[config.mk]
export PLATFORM = sky130hd
export DESIGN_NAME = cfar_peak_collector
export DESIGN_NICKNAME = d
export VERILOG_FILES = /design/src/rtl/cfar_peak_collector.sv
export SDC_FILE = /design/constraint.sdc
export NUM_CORES = 1
export LEC_CHECK = 0
export ABC_AREA = 1
export CELL_PAD_IN_SITES_DETAIL_PLACEMENT = 1
export CELL_PAD_IN_SITES_GLOBAL_PLACEMENT = 2
export CORE_ASPECT_RATIO = 1.2
export CORE_UTILIZATION = 45
export CTS_BUF_LIST = sky130_fd_sc_hd__clkbuf_4 sky130_fd_sc_hd__clkbuf_8
export DETAILED_ROUTE_END_ITERATION = 8
export HOLD_SLACK_MARGIN = 0.05
export PLACE_DENSITY = 0.94
export SYNTH_ARGS = -nofsm -noshare
export SYNTH_HDL_FRONTEND = slang
export SYNTH_SLANG_ARGS = --single-unit
[constraint.sdc]
create_clock -name clk -period 5.4 [get_ports clk]
set_input_delay 1.08 -clock clk [delete_from_list [all_inputs] [get_ports clk]]
set_output_delay 1.08 -clock clk [all_outputs]
set_load 0.005 [all_outputs]
[src/rtl/cfar_peak_collector.sv]
// CFAR peak collector: rising-edge detection capture into a FWFT FIFO with per-frame counting.
// Optional feature: define CFAR_PEAK_DEDUP_EN to drop repeats of the last accepted index in a frame.
module cfar_peak_collector #(
   parameter int unsigned INDEX_WIDTH = 10,
   parameter int unsigned DEPTH       = 16
) (
   input  logic                     clk,
   input  logic                     reset_n,
   input  logic                     max_valid,
   input  logic [INDEX_WIDTH-1:0]   index_out,
   input  logic                     eop_in,
   input  logic                     peak_ready,
   output logic                     peak_valid,
   output logic [INDEX_WIDTH-1:0]   peak_index,
   output logic [$clog2(DEPTH):0]   fifo_level,
   output logic                     frame_done,
   output logic [INDEX_WIDTH:0]     frame_count,
   output logic                     overflow
);

   localparam int unsigned AW = $clog2(DEPTH);
   localparam logic [AW:0] FULL_LEVEL = (AW+1)'(DEPTH);

   logic                   mv_q, mv_d;
   logic [AW-1:0]          wr_ptr_q, wr_ptr_d;
   logic [AW-1:0]          rd_ptr_q, rd_ptr_d;
   logic [AW:0]            level_q, level_d;
   logic [INDEX_WIDTH:0]   cnt_q, cnt_d;
   logic [INDEX_WIDTH:0]   fcnt_q, fcnt_d;
   logic                   fdone_q, fdone_d;
   logic                   ovf_q, ovf_d;
   logic [INDEX_WIDTH-1:0] mem_q [DEPTH];

   logic capture, dup, take, full, push, pop;

`ifdef CFAR_PEAK_DEDUP_EN
   logic                   hist_vld_q, hist_vld_d;
   logic [INDEX_WIDTH-1:0] hist_q, hist_d;
`endif

   always_comb begin
      mv_d    = max_valid;
      capture = max_valid & ~mv_q;
`ifdef CFAR_PEAK_DEDUP_EN
      dup     = hist_vld_q & (hist_q == index_out);
`else
      dup     = 1'b0;
`endif
      take    = capture & ~dup;
      full    = (level_q == FULL_LEVEL);
      pop     = (level_q != '0) & peak_ready;
      // A full FIFO still accepts when the head leaves on the same edge.
      push    = take & (~full | pop);

      wr_ptr_d = push ? wr_ptr_q + 1'b1 : wr_ptr_q;
      rd_ptr_d = pop  ? rd_ptr_q + 1'b1 : rd_ptr_q;

      level_d = level_q;
      if (push && !pop)      level_d = level_q + 1'b1;
      else if (pop && !push) level_d = level_q - 1'b1;

      ovf_d = ovf_q | (take & full & ~pop);

      cnt_d = cnt_q;
      if (take && (cnt_q != '1)) cnt_d = cnt_q + 1'b1;

`ifdef CFAR_PEAK_DEDUP_EN
      hist_d     = hist_q;
      hist_vld_d = hist_vld_q;
      if (push) begin
         hist_d     = index_out;
         hist_vld_d = 1'b1;
      end
`endif

      fdone_d = eop_in;
      fcnt_d  = fcnt_q;
      if (eop_in) begin
         fcnt_d = cnt_d;
         cnt_d  = '0;
`ifdef CFAR_PEAK_DEDUP_EN
         hist_vld_d = 1'b0;
`endif
      end
   end

   always_ff @(posedge clk or negedge reset_n) begin
      if (!reset_n) begin
         mv_q     <= 1'b0;
         wr_ptr_q <= '0;
         rd_ptr_q <= '0;
         level_q  <= '0;
         cnt_q    <= '0;
         fcnt_q   <= '0;
         fdone_q  <= 1'b0;
         ovf_q    <= 1'b0;
`ifdef CFAR_PEAK_DEDUP_EN
         hist_q     <= '0;
         hist_vld_q <= 1'b0;
`endif
      end else begin
         mv_q     <= mv_d;
         wr_ptr_q <= wr_ptr_d;
         rd_ptr_q <= rd_ptr_d;
         level_q  <= level_d;
         cnt_q    <= cnt_d;
         fcnt_q   <= fcnt_d;
         fdone_q  <= fdone_d;
         ovf_q    <= ovf_d;
`ifdef CFAR_PEAK_DEDUP_EN
         hist_q     <= hist_d;
         hist_vld_q <= hist_vld_d;
`endif
      end
   end

   always_ff @(posedge clk) begin
      if (push) mem_q[wr_ptr_q] <= index_out;
   end

   // Storage is not reset, so the head is masked to zero while empty.
   assign peak_valid  = (level_q != '0);
   assign peak_index  = peak_valid ? mem_q[rd_ptr_q] : '0;
   assign fifo_level  = level_q;
   assign frame_done  = fdone_q;
   assign frame_count = fcnt_q;
   assign overflow    = ovf_q;

endmodule

==> results.tsv, run 1 <==
stage	metric	value	unit
clock_network	clk_path_buf_depth	2	
synth	synth_ff_type	edfxtp_1	
critical_path	critPathCaptureType	output port	
sta	fin_hold_ws	491	ps
grt	grt_pass1_wl	34300	µm
critical_path	crit_type	flip-flop to output port	
placement	port_buffers	43	
sta	max_clock_freq	238	MHz
synth	synth_top_area_share	56.3	%
run_status	status	finished, final reports clean	
finish	final_cells	1081	
routing	wl_per_cell	19.7	µm
clock_network	numCtsBuffers	17	
pwr	p_leak	3.68	nW
synth	netlist_instances	785	
pwr	max-vdd-ir-drop	0.239	mV
critical_path	worstPathRequired	4320	ps
synth	synth-seq-cells	198	
routing	antenna_left	0	
floorplanning	io_pins	44	
sta	finalHoldViolCount	0	
finish	mostFrequentLayoutCells	273 x nand2_1, 160 x edfxtp_1, 141 x nand3_1, 42 x clkdlybuf4s50_1, 37 x dfrtp_1	
routing	drc	0	
critical_path	critPathMaxFanout	60	
sta	rsz0062_at_grt	false	
clock_network	cts_resized	0	
sta	period_minus_slack	4190	ps
clock_network	tritoncts	yes	
finish	drive_above_1_share	7.00	%
finish	final_common_cell	nand2_1	
clock_network	cts.sinks	198	
finish	area_growth	11.4	%
floorplanning	die_w	128	µm
grt	antenna_found_initial	0	
pwr	p_total	4.53	mW
synth	yosysSeqAreaShare	67.5	%
clock_network	post-cts-setup-buffers	0	
synth	yosysTopAreaCell	edfxtp_1	
routing	drt-vias-per-instance	5.42	
sta	timing.final.crit_share	77.7	%
placement	dp.cells	1049	
synth	synth_area_leaders	edfxtp_1 56%, nand2_1 12%, dfrtp_1 11%, nand3_1 8.3%, nor2_1 1.5%	
placement	hpwl	13300	µm
floorplanning	die-area	19500	µm²
floorplanning	die_h	153	µm
finish	fin_util	51.7	%
floorplanning	initial_core_util	46.4	%
sta	clock_skew	14.3	ps
run	cap_violations	0	
synth	synth-edff-count	160	
grt	grt_start_max_net_pins	82	
sta	tns	0	ps
sta	slew_headroom	12.1	%
synth	syn_area	8530	µm²
synth	syn_nets	811	
clock_network	cts-htree-levels	4	
clock_network	cts.hold.buffers_added	0	
grt	grt_use_total	23.6	%
finish	fillers	2013	
placement	gp_congestion	0.785	
synth	async_reset_ff_share	19.2	%
synth	synth.distinct_cells	33	
sta	worstMarginPinSlew	1310	ps
routing	first_iter_violations	350	
routing	vias	5861	
floorplanning	core_region_area	18400	µm²
routing	wl	21300	µm
finish	antenna_cells	0	
floorplanning	rows	54	
critical_path	arrival	3110	ps
clock_network	cts_root_buf	clkbuf_8	
grt	grt_pass1_vias	6324	
sta	slew_viol_final	0	
clock_network	path_clk_slew	100	ps
finish	fin_nets	842	
pwr	power_density	477	nW/µm²
synth	avgSynthCellArea	10.9	µm²
routing	first_pass_iters	5	
clock_network	clock_latency	480	ps
worst_hold_path	hp-class	flip-flop to flip-flop	
grt	grt-ovfl-total	0	
sta	setup_violations	0	
critical_path	startpoint_type	flip-flop	
synth	synth_warnings	0	
-- final timing paths --
| check | from | end | slack [ps] | cells after the start |
|---|---|---|---|---|
| worst max-delay path | rd_ptr_q[0]$_DFFE_PN0N_ | peak_index[8] | 1210 | 8 |
| worst min-delay path | frame_count[5]$_DFFE_PN0P_ | frame_count[5]$_DFFE_PN0P_ | 490 | 2 |
| worst max register to register | fifo_level[0]$_DFFE_PN0P_ | fifo_level[4]$_DFFE_PN0P_ | 2770 | 14 |
| worst min register to register | frame_count[5]$_DFFE_PN0P_ | frame_count[5]$_DFFE_PN0P_ | 490 | 2 |
| max in group asynchronous | reset_n | rd_ptr_q[0]$_DFFE_PN0N_ | 4090 | 1 |
| min in group asynchronous | reset_n | fifo_level[2]$_DFFE_PN0P_ | 710 | 1 |
-- critical path, cell delays in order, from the launching register on --
cell,delay (ps)
dfrtp_2,700
buf_4,610
nand2_1,160
nand3_1,150
nand3_1,90
nand2_1,100
nand2_1,70
a21oi_1,190
clkdlybuf4s50_1,530
-- cell families after synthesis --
family	synth area share (%)
adders and majority gates	1.70
and+or+nand+nor	23.3
DFF	67.5
buffers and inverters	4.38
xor gates and xnor gates	1.23
AOI/OAI and AO/OA	1.91
-- layout make-up --
| type | instances | area (µm²) | area share, % |
|---|---|---|---|
| flip-flops and latches | 198 | 5760 | 60.6 |
| multi-input cells | 516 | 2400 | 25.3 |
| repair buffers | 47 | 455 | 4.79 |
| well taps | 252 | 315 | 3.32 |
| clock buffers | 17 | 234 | 2.46 |
| clock inverters | 15 | 191 | 2.02 |
| inverters | 36 | 145 | 1.53 |
-- synth_stat cells (2+ instances only) --
cell / count
buf_6: 8
nand4_1: 3
inv_1: 31
nand2_2: 7
buf_4: 6
inv_6: 2
nand2_1: 273
dfrtp_1: 38
inv_2: 3
o21ai_1: 2
nand3_1: 141
o21ai_0: 6
ha_1: 10
a21oi_1: 15
clkbuf_1: 7
xor2_1: 11
buf_1: 2
nor2_1: 35
edfxtp_1: 160
buf_2: 12
-- state kept, by name, summed over array words and instances (netlist names) --
name         count
mem_q          160
cnt_q           11
frame_count     11
fifo_level       5
rd_ptr_q         4
wr_ptr_q         4
frame_done       1
mv_q             1
overflow         1
-- power breakdown --
group,internal [mW],switching [mW],total (mW)
clock,0.470,0.552,1.02
combinational,0.580,1.04,1.62
sequential,1.77,0.122,1.89
-- metrics by stage --
stage          cell area [µm²]  setup WS, ps
6_report                  9500          1210
5_1_grt                   9500           982
4_1_cts                   9500          1200
3_5_place_dp              9070          1710
3_3_place_gp              9070          1820
2_1_floorplan             8530          2710
-- per-layer routing --
metal,part of all wire [%],GRT usage [%]
met5,0,0
met3,4.5,4.55
met4,2.0,7.39
met1,41,28.5
met2,53,42.3
(Power assumes the default switching activity.)
==> run 2: changes to the inputs <==
Settings changed: CORE_UTILIZATION 45 to 38, PLACE_DENSITY 0.94 to 0.86.
Clock period 5.4 ns to 3.5 ns, I/O delays scaled along.
==> run 2 against run 1 <==
  * Clock skew up 1.5 ps
  * Non-clock buffer count is 27 higher
  * Register-to-register slack got worse by 1900 ps
  * Global-route usage decreased by 4.4 points
  * The flow now finishes with violations (design-rule violations)
  * Sequential share of layout area fell by 1.4 points
  * Utilization down 7.2 points
==> results.tsv, run 2 (synthesized netlist as in run 1, its figures left out) <==
stage	metric	value	unit
critical_path	worst-path-buf-inv	3	
clock_network	clock_latency	480	ps
sta	tns	0	ps
floorplanning	core_region_area	21900	µm²
worst_hold_path	hp-class	input pin to asynchronous set/reset pin	
grt	grt-ovfl-total	0	
grt	grt_pass1_wl	33700	µm
sta	max_clock_freq	302	MHz
placement	hpwl	14000	µm
clock_network	cts.sinks	198	
grt	grt_use_total	19.2	%
critical_path	crit_type	flip-flop to output port	
finish	fin_nets	869	
finish	area_growth	14.0	%
floorplanning	rows	59	
critical_path	cpMostUsedCell	nand2_1	
finish	final_common_cell	nand2_1	
critical_path	cp_cell_sequence	inv_8 > buf_12 > nand2_1 > nand3_1 > nand3_1 > nand2_1 > nand2_1 > a21oi_1 > clkdlybuf4s50_1	
routing	drt-vias-per-instance	5.05	
finish	largest_reg_flops	160	
pwr	max-vdd-ir-drop	0.273	mV
placement	gp_congestion	0.749	
routing	first_iter_violations	290	
sta	slew_viol_final	0	
critical_path	slowest_stage	dfrtp_4	
floorplanning	die_w	139	µm
critical_path	critPathMaxFanout	29	
finish	drive_above_1_share	9.94	%
run_status	status	complete, but fails checks	
floorplanning	initial_core_util	39.0	%
sta	slew_headroom	39.1	%
routing	antenna_left	0	
routing	wl	20400	µm
sta	clock_skew	15.8	ps
critical_path	startpoint_type	flip-flop	
finish	regMostFlops	mem_q	
sta	period_minus_slack	3310	ps
pwr	p_leak	3.82	nW
pwr	power_density	718	nW/µm²
critical_path	worstPathRequired	2800	ps
run_status	failed_checks	design-rule violations	
sta	rsz0062_at_grt	false	
critical_path	crit_family	buffers and inverters	
sta	setup_violations	0	
clock_network	clk_path_buf_depth	2	
finish	antenna_cells	0	
clock_network	tritoncts	yes	
grt	grt_pass1_vias	6121	
floorplanning	die_h	166	µm
floorplanning	die-area	23100	µm²
grt	antenna_found_initial	0	
clock_network	cts_root_buf	clkbuf_8	
clock_network	cts-htree-levels	4	
finish	mostFrequentLayoutCells	273 x nand2_1, 160 x edfxtp_1, 141 x nand3_1, 42 x clkdlybuf4s50_1, 36 x dfrtp_1	
clock_network	path_clk_slew	100	ps
routing	first_pass_iters	6	
grt	grt_start_max_net_pins	39	
critical_path	critPathCaptureType	output port	
run	cap_violations	0	
critical_path	slowest_delay	580	ps
sta	worstMarginPinSlew	913	ps
sta	timing.final.crit_share	94.6	%
placement	port_buffers	43	
routing	wl_per_cell	18.1	µm
clock_network	numCtsBuffers	17	
floorplanning	io_pins	44	
sta	fin_hold_ws	350	ps
clock_network	cts.hold.buffers_added	0	
routing	vias	5699	
sta	finalHoldViolCount	0	
routing	drc	2	
critical_path	arrival	2610	ps
run 2: cell types whose count changed in the layout (fill, tap and decap cells not counted), sizes merged:
cell,before,now
buf,5,32
clkinvlp,4,1
bufinv,3,1
clkinv,1,3
inv,43,45
run 2: routing by layer:
metal	track usage [%]	share of wire [%]	wire length, µm	vias to the layer above
met5	0	0	0	-
met4	5.65	1.2	243	0
met3	3.20	2.7	551	18
met2	34.9	53	10900	77
met1	23.2	43	8710	2836
li1	-	-	-	2768
run 2: final timing paths:
check                                            from                    endpoint  slack [ps]  depth (start not counted)
setup / recovery              rd_ptr_q[0]$_DFFE_PN0N_               peak_index[7]         190                          9
hold / removal                                reset_n  frame_count[5]$_DFFE_PN0P_         350                          1
setup reg to reg            fifo_level[0]$_DFFE_PN0P_   fifo_level[4]$_DFFE_PN0P_         880                         14
hold reg to reg            frame_count[5]$_DFFE_PN0P_  frame_count[5]$_DFFE_PN0P_         500                          2
max in group asynchronous                     reset_n     rd_ptr_q[0]$_DFFE_PN0N_        2480                          1
min in group clk           frame_count[5]$_DFFE_PN0P_  frame_count[5]$_DFFE_PN0P_         500                          2
run 2: stage by stage:
stage                     worst slack [ps]  area, µm²  cells  power, mW  util, %
after floorplan                       1190       8530    785       4.58        -
after global placement                 423       9320   1097       5.53     42.7
after detailed placement               365       9320   1097       5.60     42.7
after CTS                             11.9       9710   1128       7.08     44.5
after global routing                  7.27       9730   1129       7.49     44.5
final                                  189       9730   1129       6.99     44.5
run 2: area by class of cell:
class / instances / area (µm²)
Clock inverter: 14 / 156
Sequential cell: 198 / 5760
Fill cell: 2418 / 12100
Clock buffer: 17 / 234
Inverter: 36 / 148
Timing Repair Buffer: 74 / 687
Tap cell: 274 / 343
Multi-Input combinational cell: 516 / 2400
run 2: what timing repair did:
item	in CTS	in global routing
setup buffers	0	1
endpoints found under the setup margin	0	10
resized for setup	0	4
run 2: report_power, final:
| group | leakage, nW | internal (mW) | switching, mW |
|---|---|---|---|
| Sequential | 1.93 | 2.74 | 0.200 |
| Clock | 0.198 | 0.595 | 0.873 |
| Combinational | 1.70 | 1.02 | 1.57 |
| Total | 3.82 | 4.35 | 2.64 |
==> variant 1 (settings of run 1) <==
Put one more register stage on the output `frame_count`, with the module's reset. The value now appears one clock later. The other outputs are not delayed to match.
--- a/src/rtl/cfar_peak_collector.sv
+++ b/src/rtl/cfar_peak_collector.sv
@@ -123,7 +123,13 @@
    assign peak_index  = peak_valid ? mem_q[rd_ptr_q] : '0;
    assign fifo_level  = level_q;
    assign frame_done  = fdone_q;
-   assign frame_count = fcnt_q;
+   always_ff @(posedge clk or negedge reset_n) begin
+      if (!reset_n) begin
+         frame_count <= '0;
+      end else begin
+         frame_count <= fcnt_q;
+      end
+   end
    assign overflow    = ovf_q;
 
 endmodule
Function: changed (Yosys sat finds a counterexample within 4 cycles, from zero or initial values and one cycle with reset_n low).
==> variant 1 against run 1 <==
Routed wire length increased by 6.4%; synthesized area is 3.2% higher; utilization is 1.5 points higher; critical path depth unchanged; final area rose by 6.3%; first-iteration DRC count decreased by 6.3%; sequential cell count up 11; non-clock buffer count rose by 8; total power rose by 9.9%; maximum frequency is 5.0% lower; clock power rose by 34%; setup slack got worse by 220 ps; hold slack worse by 120 ps; critical endpoint is now peak_index[6]; largest power group unchanged; highest routed layer unchanged.
==> variant 1: results (changes against run 1) <==
Layout clock area frac 6.74% (+2.3 points); hold depth 0 (-2); Post-Synth Adder-Cell Area 1.65% (-0.053 points); P_int 3.21 mW (+14%); worst skew pair latency 520 ps (+40 ps); worst reg2reg endpoint fifo_level[3]; Arr. time, crit path 3330 ps (+220 ps); worst r2r src fifo_level[1]; Slew headroom 17.5% (+5.5 points); first-pass GRT wire length 35.7 mm (+4.2%); Post-Place Cells 1072 (+2.2%); clk pwr 1.37 mW (+34%); # fillers 2070 (+2.8%); Area contributors post-synth edfxtp_1 (55%), dfrtp_1 (14%), nand2_1 (12%); DR iter-0 viols 328 (-6.3%); core area 19000 um2 (+3.3%); WL per Instance 20.0 um (+1.4%); non-clock buffer instance count of the final layout 55 (+17%); flop-to-flop setup slack 2800 ps (+30 ps); hold slack 373 ps (-117 ps); area of placed instances 9420 um2 (+3.8%); Non-clock buffering overhead 5.11% (+0.31 points); Synth Area in XOR/XNOR 1.19% (-0.039 points); Synth Area in Compound Gates 1.85% (-0.060 points); HP Start fcnt_q[0]; syn nets 822 (+1.4%); seq pwr 2.01 mW (+6%); synth cell count leaders nand2_1 (273), edfxtp_1 (160), nand3_1 (141); Clock Buffer Count 53 (+36); R2R depth 13 (-1); Worst Hold End frame_count[0]; status completed; sequential area share after synthesis 68.5% (+1.0 points); number of global-route vias before repair 6580 (+4.0%); Final Power 4.98 mW (+9.9%); Static Leakage 4.03 nW (+9.6%); Max Clock Skew 19.0 ps (+4.78 ps); nets@finish 878 (+4.3%); Synth async-reset ratio 23.4% (+4.3 points); Vias 6073 (+3.6%); fraction of layout cells with a size suffix above 1 10.4% (+3.4 points); gpl congestion 0.782 (-0.34%); Seq/total area 59.7% (-0.85 points); Reg clk slew, reported paths 60 ps (-40 ps)
==> variant 1: cell types whose count changed after synthesis <==
cell,delta
dfrtp_1,+11
clkbuf_1,-1
buf_1,+1
==> variant 1: layer usage <==
metal	part of all wire [%]	wire [um]	track usage [%]
met3	5.4	1210	4.37
met5	0	0	0
met2	52	11800	42.5
met4	2.4	538	8.31
met1	40	9110	28.9
==> variant 1: how the worst max path moves through the flow <==
stage | end | slack, ps | depth (start not counted) | start
final | peak_index[6] | 990 | 8 | rd_ptr_q[0]
after global routing | peak_index[3] | 740 | 8 | rd_ptr_q[0]
after CTS | peak_index[6] | 1010 | 8 | rd_ptr_q[0]
after detailed placement | peak_index[6] | 1560 | 8 | rd_ptr_q[0]
after global placement | peak_index[6] | 1660 | 8 | rd_ptr_q[0]
after floorplan | fifo_level[4] | 2710 | 11 | max_valid
==> variant 2 (settings of run 1) <==
Made on the original files. `DEPTH`: 16 -> 32.
--- a/src/rtl/cfar_peak_collector.sv
+++ b/src/rtl/cfar_peak_collector.sv
@@ -2,7 +2,7 @@
 // Optional feature: define CFAR_PEAK_DEDUP_EN to drop repeats of the last accepted index in a frame.
 module cfar_peak_collector #(
    parameter int unsigned INDEX_WIDTH = 10,
-   parameter int unsigned DEPTH       = 16
+   parameter int unsigned DEPTH       = 32
 ) (
    input  logic                     clk,
    input  logic                     reset_n,
Ports: changed (resized fifo_level); port bits go from 44 to 45. No check against the original RTL was run, so the function may have changed too.
==> variant 2 against run 1 <==
Synthesized area rose by 84%; sequential cell count increased by 163; via count rose by 85%; routed wire length increased by 91%; final area up 88%; sequential share of layout area down 0.86 points; synthesized cell count up 92%; count of clock-buffer cells in the layout rose by 72; register-to-register slack lost 480 ps; sequential power is 79% higher; total power rose by 90%; setup slack worse by 600 ps; critical path type unchanged; critical endpoint is now peak_index[5].
==> variant 2: results (changes against run 1) <==
Static Leakage 7.20 nW (+96%); syn nets 1535 (+89%); Area contributors post-synth edfxtp_1 (61%), nand2_1 (11%), dfrtp_1 (6.5%); GRT Overall Usage 23.7% (+0.10 points); Seq pwr share 39.2% (-2.6 points); Post-Place Cells 1982 (+89%); inverter count 150 (+320%); # fillers 3730 (+85%); multi-input gate count 920 (+78%); max FFs per register 320 (+100%); sequential area share after synthesis 67.8% (+0.30 points); fraction of layout cells with a size suffix above 1 9.47% (+2.5 points); Switching Fraction 37.4% (-0.36 points); WL per Instance 19.5 um (-0.84%); Max clock buf depth 3 (+1); P&R area growth vs syn 13.5%; Multi-input gate area 4070 um2 (+69%); Vias/cell 5.22 (-3.8%); CTS resizes 0 (unchanged); number of global-route vias before repair 11503 (+82%); flip-flop and latch count 361 (+82%); Seq/total area 59.7% (-0.86 points); gpl congestion 0.790 (+0.65%); Non-clock buffering overhead 4.73% (-0.060 points); Vias 10860 (+85%); IO Port Bufs 44 (+2.3%); multi-input gate share of total cell area 22.8% (-2.5 points); seq pwr 3.38 mW (+79%); synth cell count leaders nand2_1 (469), edfxtp_1 (320), nand3_1 (181); worst skew pair latency 610 ps (+130 ps); Least-Margin Pin Slew 922 ps (-392 ps); worst vdd ir 0.277 mV (+16%); Max Clock Skew 17.8 ps (+3.57 ps); nets@finish 1613 (+92%); DR iter-0 viols 801 (+130%); EDFF count, synth 320 (+100%); Arr. time, crit path 3720 ps (+610 ps); Layout clock area frac 6.33% (+1.9 points); Clock Buffer Count 89 (+72); Reg clk slew, reported paths 60 ps (-40 ps); area of placed instances 16700 um2 (+84%); non-clock buffer instance count of the final layout 95 (+100%); H-tree depth 2 (-2); CTS buffer count 57 (+40); largest net degree at the start of global routing 84 (+2.4%); Mapped Avg Cell Area 10.4 um2 (-4.2%); Synth async-reset ratio 11.4% (-7.8 points); Clk network pwr share 26.7% (+4.1 points); Detailed Place HPWL 24.8 mm (+86%); status completed
[variant 2: cell types whose count changed after synthesis, sizes merged, moves of 2 or more]
cell	change
nand3	+40
nor2	+75
nand2	+190
clkbuf	+19
nand4	+2
inv	+110
dfrtp	+3
ha	+2
nor3	+34
edfxtp	+160
o21ai	+62
clkinv	+4
buf	+22
[variant 2: critical path, stage by stage, from the launching register on]
cell             delay (ps)
dfrtp_4                 620
inv_4                   720
buf_4                   380
nand2_1                  80
nand2_1                  70
nand2_1                  70
o21ai_1                 160
nand2_1                  80
nand3_1                  80
nor2_1                   70
nor2_1                  210
clkdlybuf4s50_1         550
[variant 2: worst paths after layout]
| path | endpoint | depth (start not counted) | slack [ps] | from |
|---|---|---|---|---|
| min in group asynchronous | fifo_level[0] | 2 | 540 | reset_n |
| max in group asynchronous | rd_ptr_q[0] | 2 | 4420 | reset_n |
| worst max register to register | fifo_level[5] | 16 | 2290 | fifo_level[0] |
| worst min-delay path | frame_count[0] | 2 | 490 | frame_count[0] |
| worst min register to register | frame_count[0] | 2 | 490 | frame_count[0] |
| worst max-delay path | peak_index[5] | 11 | 600 | rd_ptr_q[0] |
[variant 2: cells by family after synthesis]
family | count (synthesis) | share of synthesized area, %
buf+inv | 226 | 6.35
fa+ha+maj | 13 | 1.08
flops | 361 | 67.8
xor+xnor | 12 | 0.670
compound gates | 89 | 2.91
simple gates | 806 | 21.2
[variant 2: layer usage]
layer	vias up	track usage, %	wire [um]
li1	5150	-	-
met1	5376	28.6	16800
met2	265	42.7	20700
met3	69	3.43	1980
met4	0	8.79	1210
met5	-	0	0
